## config.mk

```make
export PLATFORM = sky130hd
export DESIGN_NAME = mem_arbiter
export DESIGN_NICKNAME = d
export VERILOG_FILES = /design/src/rtl/cpu_types_pkg.sv /design/src/rtl/arb_watchdog.sv /design/src/rtl/mem_arbiter.sv
export SDC_FILE = /design/constraint.sdc
export NUM_CORES = 1
export LEC_CHECK = 0
export BUFFER_PORTS_ARGS = -buffer_cell sky130_fd_sc_hd__clkbuf_2
export CORE_AREA = 4 4 103 105
export DETAILED_ROUTE_END_ITERATION = 8
export DIE_AREA = 0 0 107 109
export PLACE_DENSITY_LB_ADDON = 0.08
export SYNTH_ARGS = -nofsm -noshare
export SYNTH_HDL_FRONTEND = slang
export SYNTH_SLANG_ARGS = --single-unit
```

## constraint.sdc

```tcl
create_clock -name CLK -period 2.5 [get_ports CLK]
set_input_delay 0 -clock CLK [delete_from_list [all_inputs] [get_ports CLK]]
set_output_delay 0 -clock CLK [all_outputs]
set_load 0.1 [all_outputs]
```

## src/rtl/cpu_types_pkg.sv

```systemverilog
// Shared CPU-level types used by the memory-control level.
// Holds the data word type, the RAM handshake state encoding seen on
// ramstate, the arbiter ownership states, and the default load value
// returned on an aborted memory access.
package cpu_types_pkg;

    typedef logic [31:0] word_t;

    typedef enum logic [1:0] {
        FREE   = 2'd0,
        BUSY   = 2'd1,
        ACCESS = 2'd2,
        ERROR  = 2'd3
    } ramstate_t;

    typedef enum logic [1:0] {
        IDLE  = 2'd0,
        GNT_D = 2'd1,
        GNT_I = 2'd2
    } arbstate_t;

    localparam word_t ERR_WORD_DEFAULT = 32'hBAD1BAD1;

endpackage

```

## src/rtl/arb_watchdog.sv

```systemverilog
// Per-access watchdog for the memory arbiter.
// Counts cycles while an access is granted and flags expiry in the cycle the
// count reaches TIMEOUT-1, i.e. the TIMEOUT-th granted cycle of one access.
// Ports:
//   clk_i     clock, rising edge
//   rst_i     synchronous active-high reset
//   clr_i     restart the count (grant change, completion, abort)
//   en_i      an access is currently granted
//   expire_o  access has waited its full budget this cycle
module arb_watchdog #(
    parameter int TIMEOUT = 64
) (
    input  logic clk_i,
    input  logic rst_i,
    input  logic clr_i,
    input  logic en_i,
    output logic expire_o
);

    localparam int CW = $clog2(TIMEOUT + 1);

    logic [CW-1:0] wd_cnt_q;
    logic [CW-1:0] wd_cnt_d;

    always_comb begin
        wd_cnt_d = wd_cnt_q;
        if (clr_i) begin
            wd_cnt_d = '0;
        end else if (en_i) begin
            wd_cnt_d = wd_cnt_q + CW'(1);
        end
    end

    always_ff @(posedge clk_i) begin
        if (rst_i) begin
            wd_cnt_q <= '0;
        end else begin
            wd_cnt_q <= wd_cnt_d;
        end
    end

    assign expire_o = en_i && (wd_cnt_q == CW'(TIMEOUT - 1));

endmodule

```

## src/rtl/mem_arbiter.sv

```systemverilog
// Arbiter sharing the single-ported unified RAM between the instruction cache
// (read-only) and the data cache (read/write). The data cache has priority,
// but after MAX_D_STREAK consecutive data completions with an instruction
// fetch pending, one instruction access is forced. Each granted access is
// guarded by a watchdog; RAM errors and timeouts return ERR_WORD and set a
// sticky error flag.
// Ports:
//   CLK, RST                  clock and synchronous active-high reset
//   iREN, iaddr               icache read request and word address
//   iwait, iload              icache stall (0 only on completion) and data
//   dREN, dWEN, daddr, dstore dcache request (write wins), address, data
//   dwait, dload              dcache stall (0 only on completion) and data
//   ramREN, ramWEN, ramaddr, ramstore   RAM request side
//   ramload, ramstate         RAM read data and handshake state
//   grant_d                   data cache currently owns the RAM
//   err                       sticky error flag
module mem_arbiter
    import cpu_types_pkg::*;
#(
    parameter int          MAX_D_STREAK = 4,
    parameter int          TIMEOUT      = 64,
    parameter logic [31:0] ERR_WORD     = ERR_WORD_DEFAULT
) (
    input  logic        CLK,
    input  logic        RST,
    input  logic        iREN,
    input  logic [31:0] iaddr,
    output logic        iwait,
    output logic [31:0] iload,
    input  logic        dREN,
    input  logic        dWEN,
    input  logic [31:0] daddr,
    input  logic [31:0] dstore,
    output logic        dwait,
    output logic [31:0] dload,
    output logic        ramREN,
    output logic        ramWEN,
    output logic [31:0] ramaddr,
    output logic [31:0] ramstore,
    input  logic [31:0] ramload,
    input  logic [1:0]  ramstate,
    output logic        grant_d,
    output logic        err
);

    localparam int              SW         = $clog2(MAX_D_STREAK + 1);
    localparam logic [SW-1:0]   STREAK_MAX = SW'(MAX_D_STREAK);

    arbstate_t     state_q, state_d;
    logic [SW-1:0] d_streak_q, d_streak_d;
    logic          err_q, err_d;

    ramstate_t ram_st;
    logic      granted, d_req, owner_req;
    logic      expire, done_ok, done_bad, finish;
    logic      wd_clr;
    arbstate_t pick;

    assign ram_st    = ramstate_t'(ramstate);
    assign granted   = (state_q != IDLE);
    assign d_req     = dREN | dWEN;
    assign owner_req = (state_q == GNT_D) ? d_req : ((state_q == GNT_I) ? iREN : 1'b0);

    // ACCESS takes precedence over a timeout landing in the same cycle.
    assign done_ok  = granted && (ram_st == ACCESS);
    assign done_bad = granted && !done_ok && ((ram_st == ERROR) || expire);
    assign finish   = done_ok | done_bad;

    always_comb begin
        d_streak_d = d_streak_q;
        if (!iREN) begin
            d_streak_d = '0;
        end else if (finish && (state_q == GNT_I)) begin
            d_streak_d = '0;
        end else if (finish && (state_q == GNT_D) && (d_streak_q != STREAK_MAX)) begin
            d_streak_d = d_streak_q + SW'(1);
        end
    end

    // The post-update streak is used so the forced fetch follows the
    // MAX_D_STREAK-th data completion directly rather than one later.
    always_comb begin
        pick = IDLE;
        if (iREN && (d_streak_d == STREAK_MAX)) begin
            pick = GNT_I;
        end else if (d_req) begin
            pick = GNT_D;
        end else if (iREN) begin
            pick = GNT_I;
        end
    end

    always_comb begin
        state_d = state_q;
        if (!granted || finish) begin
            state_d = pick;
        end else if (!owner_req) begin
            state_d = IDLE;
        end
        err_d = err_q | done_bad;
    end

    assign wd_clr = (state_d != state_q) || finish;

    arb_watchdog #(
        .TIMEOUT (TIMEOUT)
    ) u_watchdog (
        .clk_i    (CLK),
        .rst_i    (RST),
        .clr_i    (wd_clr),
        .en_i     (granted),
        .expire_o (expire)
    );

    always_ff @(posedge CLK) begin
        if (RST) begin
            state_q    <= IDLE;
            d_streak_q <= '0;
            err_q      <= 1'b0;
        end else begin
            state_q    <= state_d;
            d_streak_q <= d_streak_d;
            err_q      <= err_d;
        end
    end

    always_comb begin
        ramREN   = 1'b0;
        ramWEN   = 1'b0;
        ramaddr  = '0;
        ramstore = '0;
        iwait    = 1'b1;
        dwait    = 1'b1;
        iload    = '0;
        dload    = '0;
        case (state_q)
            GNT_D: begin
                ramaddr  = daddr;
                ramstore = dstore;
                ramWEN   = dWEN;
                ramREN   = dREN & ~dWEN;
                if (finish) begin
                    dwait = 1'b0;
                    dload = done_ok ? ramload : ERR_WORD;
                end
            end
            GNT_I: begin
                ramaddr = iaddr;
                ramREN  = 1'b1;
                if (finish) begin
                    iwait = 1'b0;
                    iload = done_ok ? ramload : ERR_WORD;
                end
            end
            default: ;
        endcase
    end

    assign grant_d = (state_q == GNT_D);
    assign err     = err_q;

endmodule
```

# --- Word-level counts from Yosys, hierarchy flattened ---
# Cells that the tools add are included.
op_classes:
  add_sub_neg: 2
  reduce_logical: 15
  bitwise: 5
  eq_ne: 8
  muxes: 21
op_table:
  columns: ["op", "n"]
  rows:
  - ["$mux 32", 5]
  - ["$pmux 32 s2", 1]
  - ["$mux 2", 5]
  - ["$mux 3", 3]
  - ["$logic_and 1x1->1", 8]
  - ["$add 7x1->7 const B", 1]
  - ["$eq 7x6->1 const B", 1]
  - ["$eq 2x2->1 const B", 3]
  - ["$mux 1", 6]
  - ["$add 3x1->3 const B", 1]
  - ["$eq 3x3->1 const B", 1]
  - ["$logic_or 1x1->1", 3]
  - ["$ne 3x3->1 const B", 1]
  - ["$or 1x1->1", 3]
  - ["$eq 2x1->1 const B", 1]
  - ["$logic_not 1->1", 2]
  - ["$ne 2x2->1", 1]
  - ["$pmux 1 s2", 1]
  - ["$reduce_bool 2->1", 1]
  - ["$reduce_or 2->1", 1]
  - ["$and 1x1->1", 1]
  - ["$not 1->1", 1]
word_totals:
  reg_bits: 13
  elab_cells: 55
  input_bits: 135
  out_inout_bits: 134

# --- Logic depth before layout (Yosys ltp) ---
depth:
  ltp_word: 18
  mapped_depth: 9
  ltp_nobuf: 8

# --- By module ---
# From an unflattened synthesis, not the netlist that was laid out.
hier_totals:
  hier_cells: 304
  hier_area_um2: 1961.9
by_module_without_submodules:
  columns: ["mod", "n_inst", "area_each_um2", "seq_area_each_um2", "cells_each"]
  rows:
  - ["mem_arbiter", 1, 1639.1, 120.1, 270]
  - ["arb_watchdog", 1, 322.8, 140.1, 34]

# --- Least setup slack after synthesis ---
# No wires, ideal clock.
synth_timing:
  path_kind: "register to output"
  from: "reg state_q[1]"
  to: "out dload[15]"
  t_required_ns: 2.500
  arrival_time_ns: 4.161
  n_path_buf: 3
  path_stages_with_launch: 9
  path_slack_ns: -1.661
  path_cell_list: "dfxtp_1 -> inv_1 -> ha_1 -> buf_2 -> and2b_1 -> a22oi_1 -> clkbuf_1 -> clkbuf_1 -> nor2_1"
synth_via:
  elab_cells_between_ends: 12
  classes_between: "eq/ne (1); mux (3); bitwise (1); reduce/logical (7)"
synth_lines:
  columns: ["element", "line", "source"]
  rows:
  - ["start, declared", "mem_arbiter.sv:49", "arbstate_t state_q, state_d;"]
  - ["start signal, assigned", "mem_arbiter.sv:121", "state_q <= state_d;"]
  - ["$eq 2x1->1", null, null]
  - ["net grant_d", "mem_arbiter.sv:42", "output logic grant_d,"]
  - ["$mux 32", "mem_arbiter.sv:136", "case (state_q)"]
  - ["end, declared", "mem_arbiter.sv:35", "output logic [31:0] dload,"]
# The timed path passes the listed nets, and every way through them passes these cells.

# --- Worst setup path in the final report ---
layout_timing:
  from: "reg state_q[1]"
  to: "out iload[11]"
layout_via:
  elab_chain_cells: 8
  elab_cells_between_ends: 12
  classes_between: "eq/ne (1); mux (3); bitwise (1); reduce/logical (7)"
layout_lines:
  columns: ["element", "line", "source"]
  rows:
  - ["$reduce_bool 2->1", "mem_arbiter.sv:60", "assign granted = (state_q != IDLE);"]
  - ["$logic_and 1x1->1", "mem_arbiter.sv:65", "assign done_ok = granted && (ram_st == ACCESS);"]
  - ["$logic_not 1->1", "mem_arbiter.sv:66", "assign done_bad = granted && !done_ok && ((ram_st == ERROR) || expire);"]
  - ["$logic_and 1x1->1 (2 in a row)", "mem_arbiter.sv:66", null]
  - ["$or 1x1->1", "mem_arbiter.sv:67", "assign finish = done_ok | done_bad;"]
  - ["$mux 32", "mem_arbiter.sv:150", "if (finish) begin"]
  - ["$mux 32 *", "mem_arbiter.sv:136", null]
  - ["end, declared", "mem_arbiter.sv:29", "output logic [31:0] iload,"]
# Every way passes the cells marked *; elsewhere a longest branch is shown, timed or not.

==> impl_metrics.ini <==
[clock_network]
insertion_delay_ps = 240
ctsHoldBuffers = 0
cts.path.max_buffers = 2
clk_pin_slew_ps = 50
ctsRootBufferMaster = clkbuf_8
cts-buffers-inserted = 3
h-tree-depth = 1
cts.sinks = 13
cts_tree = built

[logic_synthesis]
synthDistinctLibCells = 44
synth_nets = 454
post_synth.cell_area_avg_um2 = 6.640
synth_top_cell_area_share_pct = 18.36
synth-async-reset-ratio_pct = 0
synth.area.top_cells = and2_1 18%, nor2_1 13%, dfxtp_1 13%, a22oi_1 12%, nor2b_1 11%
synth-edff-count = 0
synthFlopType = dfxtp_1
synth_cells = 313
seq_area_frac_synth_pct = 12.52
syn-cell-area_um2 = 2078
ys_ff_latch = 13
ys_warn_count = 0
synth_top_area_cell = and2_1

[setup_path]
crit_fanout = 19
critical_path_class = flip-flop to primary output
cp.required_ps = 2500
cp.arrival_ps = 2390
critPathLaunchType = flip-flop
endpoint_kind = primary output

[die]
start_util_pct = 21.56
die_height_um = 109
die_area_um2 = 11660
boundaryPins = 269
rows = 36
core_um2 = 9639
die_x_um = 107

[power]
irDropWorstVdd_uv = 286.3
pwr-share-seq_pct = 13.3
power.density_nw_per_um2 = 338.6
p_comb_share_pct = 75.5
p_int_w = 0.0006777
switching_share_pct = 59.15
p_clk_share_pct = 11.3
p_leak_nw = 2.297
switching_power_w = 0.0009814

[grt]
grt_antenna_before_repair = 0
overflow = 0
grt_max_degree = 54
grtUsageTotal_pct = 17.90
grt_pass1_wl_um = 16350
grt_pass1_vias = 2920

[cells_and_area]
n_antenna_cell = 0
multi_input_area_um2 = 1904
ff_latch_area_um2 = 261.5
area_growth_pct = 135.8
fin_util_pct = 50.83
final_common_cell = clkbuf_2
instances_no_fill = 702
fillCellCount = 949
nNetsFinal = 711
drive_gt1_share_pct = 62.04
final_cell_mix = 170 x clkbuf_2, 67 x buf_12, 61 x and2_1

[sta]
setup_viol = 0
clock.fmax_mhz = 419.2
tightest_slew_ps = 570.4
fin_crit_ps = 2386
slew_headroom_pct = 62.13
hold_viol = 0
finalMaxSlewViolations = 0
rsz0062_at_grt = true
clock_skew_ps = 4.786
min_period_over_period_pct = 95.42
whs_ps = 29.77

[placement]
gp_congestion = 0.8614
dpl.cell_count = 698
hpwl_um = 10190
io_buffers = 268

[status]
status = finished, final reports clean

[flow_run]
max_cap_violations = 0

[detailed_routing]
via_per_inst = 4.473
post_drt_wl_per_cell_um = 16.28
ant_nets = 0
routed_wl_um = 11430
dr.first_iter.drc_count = 160
vias = 3140
drc = 0
firstDrtPassIters = 4

[hold_path]
worstHoldPathType = input pin to flip-flop
## cell usage after synthesis (2+ instances only)
cell      number
a21oi_1        4
nand2_1        8
and2_1        61
nor3b_1        2
a21o_1         2
xor2_1         3
a22oi_1       33
nor2b_1       35
mux2i_1        2
nand3_1        3
o21ai_0        3
buf_2          4
nand2b_1       2
dfxtp_1       13
clkbuf_1      22
ha_1           6
and4b_1        3
nor2_1        73
xnor2_1        4
a31oi_1        2
inv_1          4
nor3_1         2
## final timing paths
| path | from | end | slack (ps) | cells after the start |
|---|---|---|---|---|
| setup / recovery | state_q[1] | iload[11] | 110 | 8 |
| hold / removal | RST | state_q[0] | 30 | 2 |
| setup reg to reg | state_q[1] | u_watchdog.wd_cnt_q[2] | 250 | 8 |
| hold reg to reg | err | err | 480 | 2 |
## power groups by stage
stage	registers (W)	clock network [W]	logic, W
after floorplan	0.000230	0	0.000904
after global placement	0.000223	0	0.00125
after detailed placement	0.000224	0	0.00126
after CTS	0.000220	0.000194	0.00126
after global routing	0.000221	0.000203	0.00131
final	0.000220	0.000187	0.00125
## critical path, cell delays in order, from the launching register on
cell	delay, ps
dfxtp_1	420
inv_1	140
ha_1	240
buf_4	190
nand2b_1	210
or2_1	260
buf_4	230
nor2_1	240
buf_12	210
## metal layers
layer | vias up | GRT usage (%) | part of all wire [%]
met2 | 151 | 31.79 | 51
met5 | - | 0 | 0
met3 | 7 | 4.914 | 9.1
li1 | 1561 | - | -
met1 | 1421 | 22.23 | 40
met4 | 0 | 2.283 | 0.56
## flip-flops by register name, summed over array words and instances, names as in the netlist
signal,cells
state_q,2
u_watchdog.wd_cnt_q,7
err,1
d_streak_q,3
## stage by stage
step	worst slack [ps]	total power, W	setup TNS [ps]	instance area (µm²)
after floorplan	-372.3	0.001133	-6363	2300
after global placement	295.5	0.001471	0	4853
after detailed placement	197.6	0.001481	0	4853
after CTS	42.75	0.001673	0	4898
after global routing	-26.67	0.001730	-52.49	4900
final	114.4	0.001659	0	4900
## final cells by class
type	instances	share of cell area (%)
inverters	4	0.3064
flip-flops and latches	13	5.337
clock buffers	4	0.9193
well taps	133	3.396
repair buffers	279	51.17
multi-input cells	269	38.87
## kinds of logic (layout without fill, tap and decap cells)
kind of cell | Yosys count | count (layout) | share of synthesized area (%)
AND/OR/NAND/NOR | 199 | 199 | 51.72
AO/OA/AOI/OAI | 54 | 54 | 21.37
buffers and inverters | 31 | 287 | 6.201
flip-flops | 13 | 13 | 12.52
XOR/XNOR | 7 | 7 | 2.950
adder cells (fa/ha/maj) | 6 | 6 | 3.612
multiplexers | 3 | 3 | 1.625
## timing repair
item                       4_1_cts  5_1_grt
setup endpoints to repair        0       17
setup buffers                    0        0
resized for setup                0        1
Note: power is estimated with default switching activity, not from simulation.
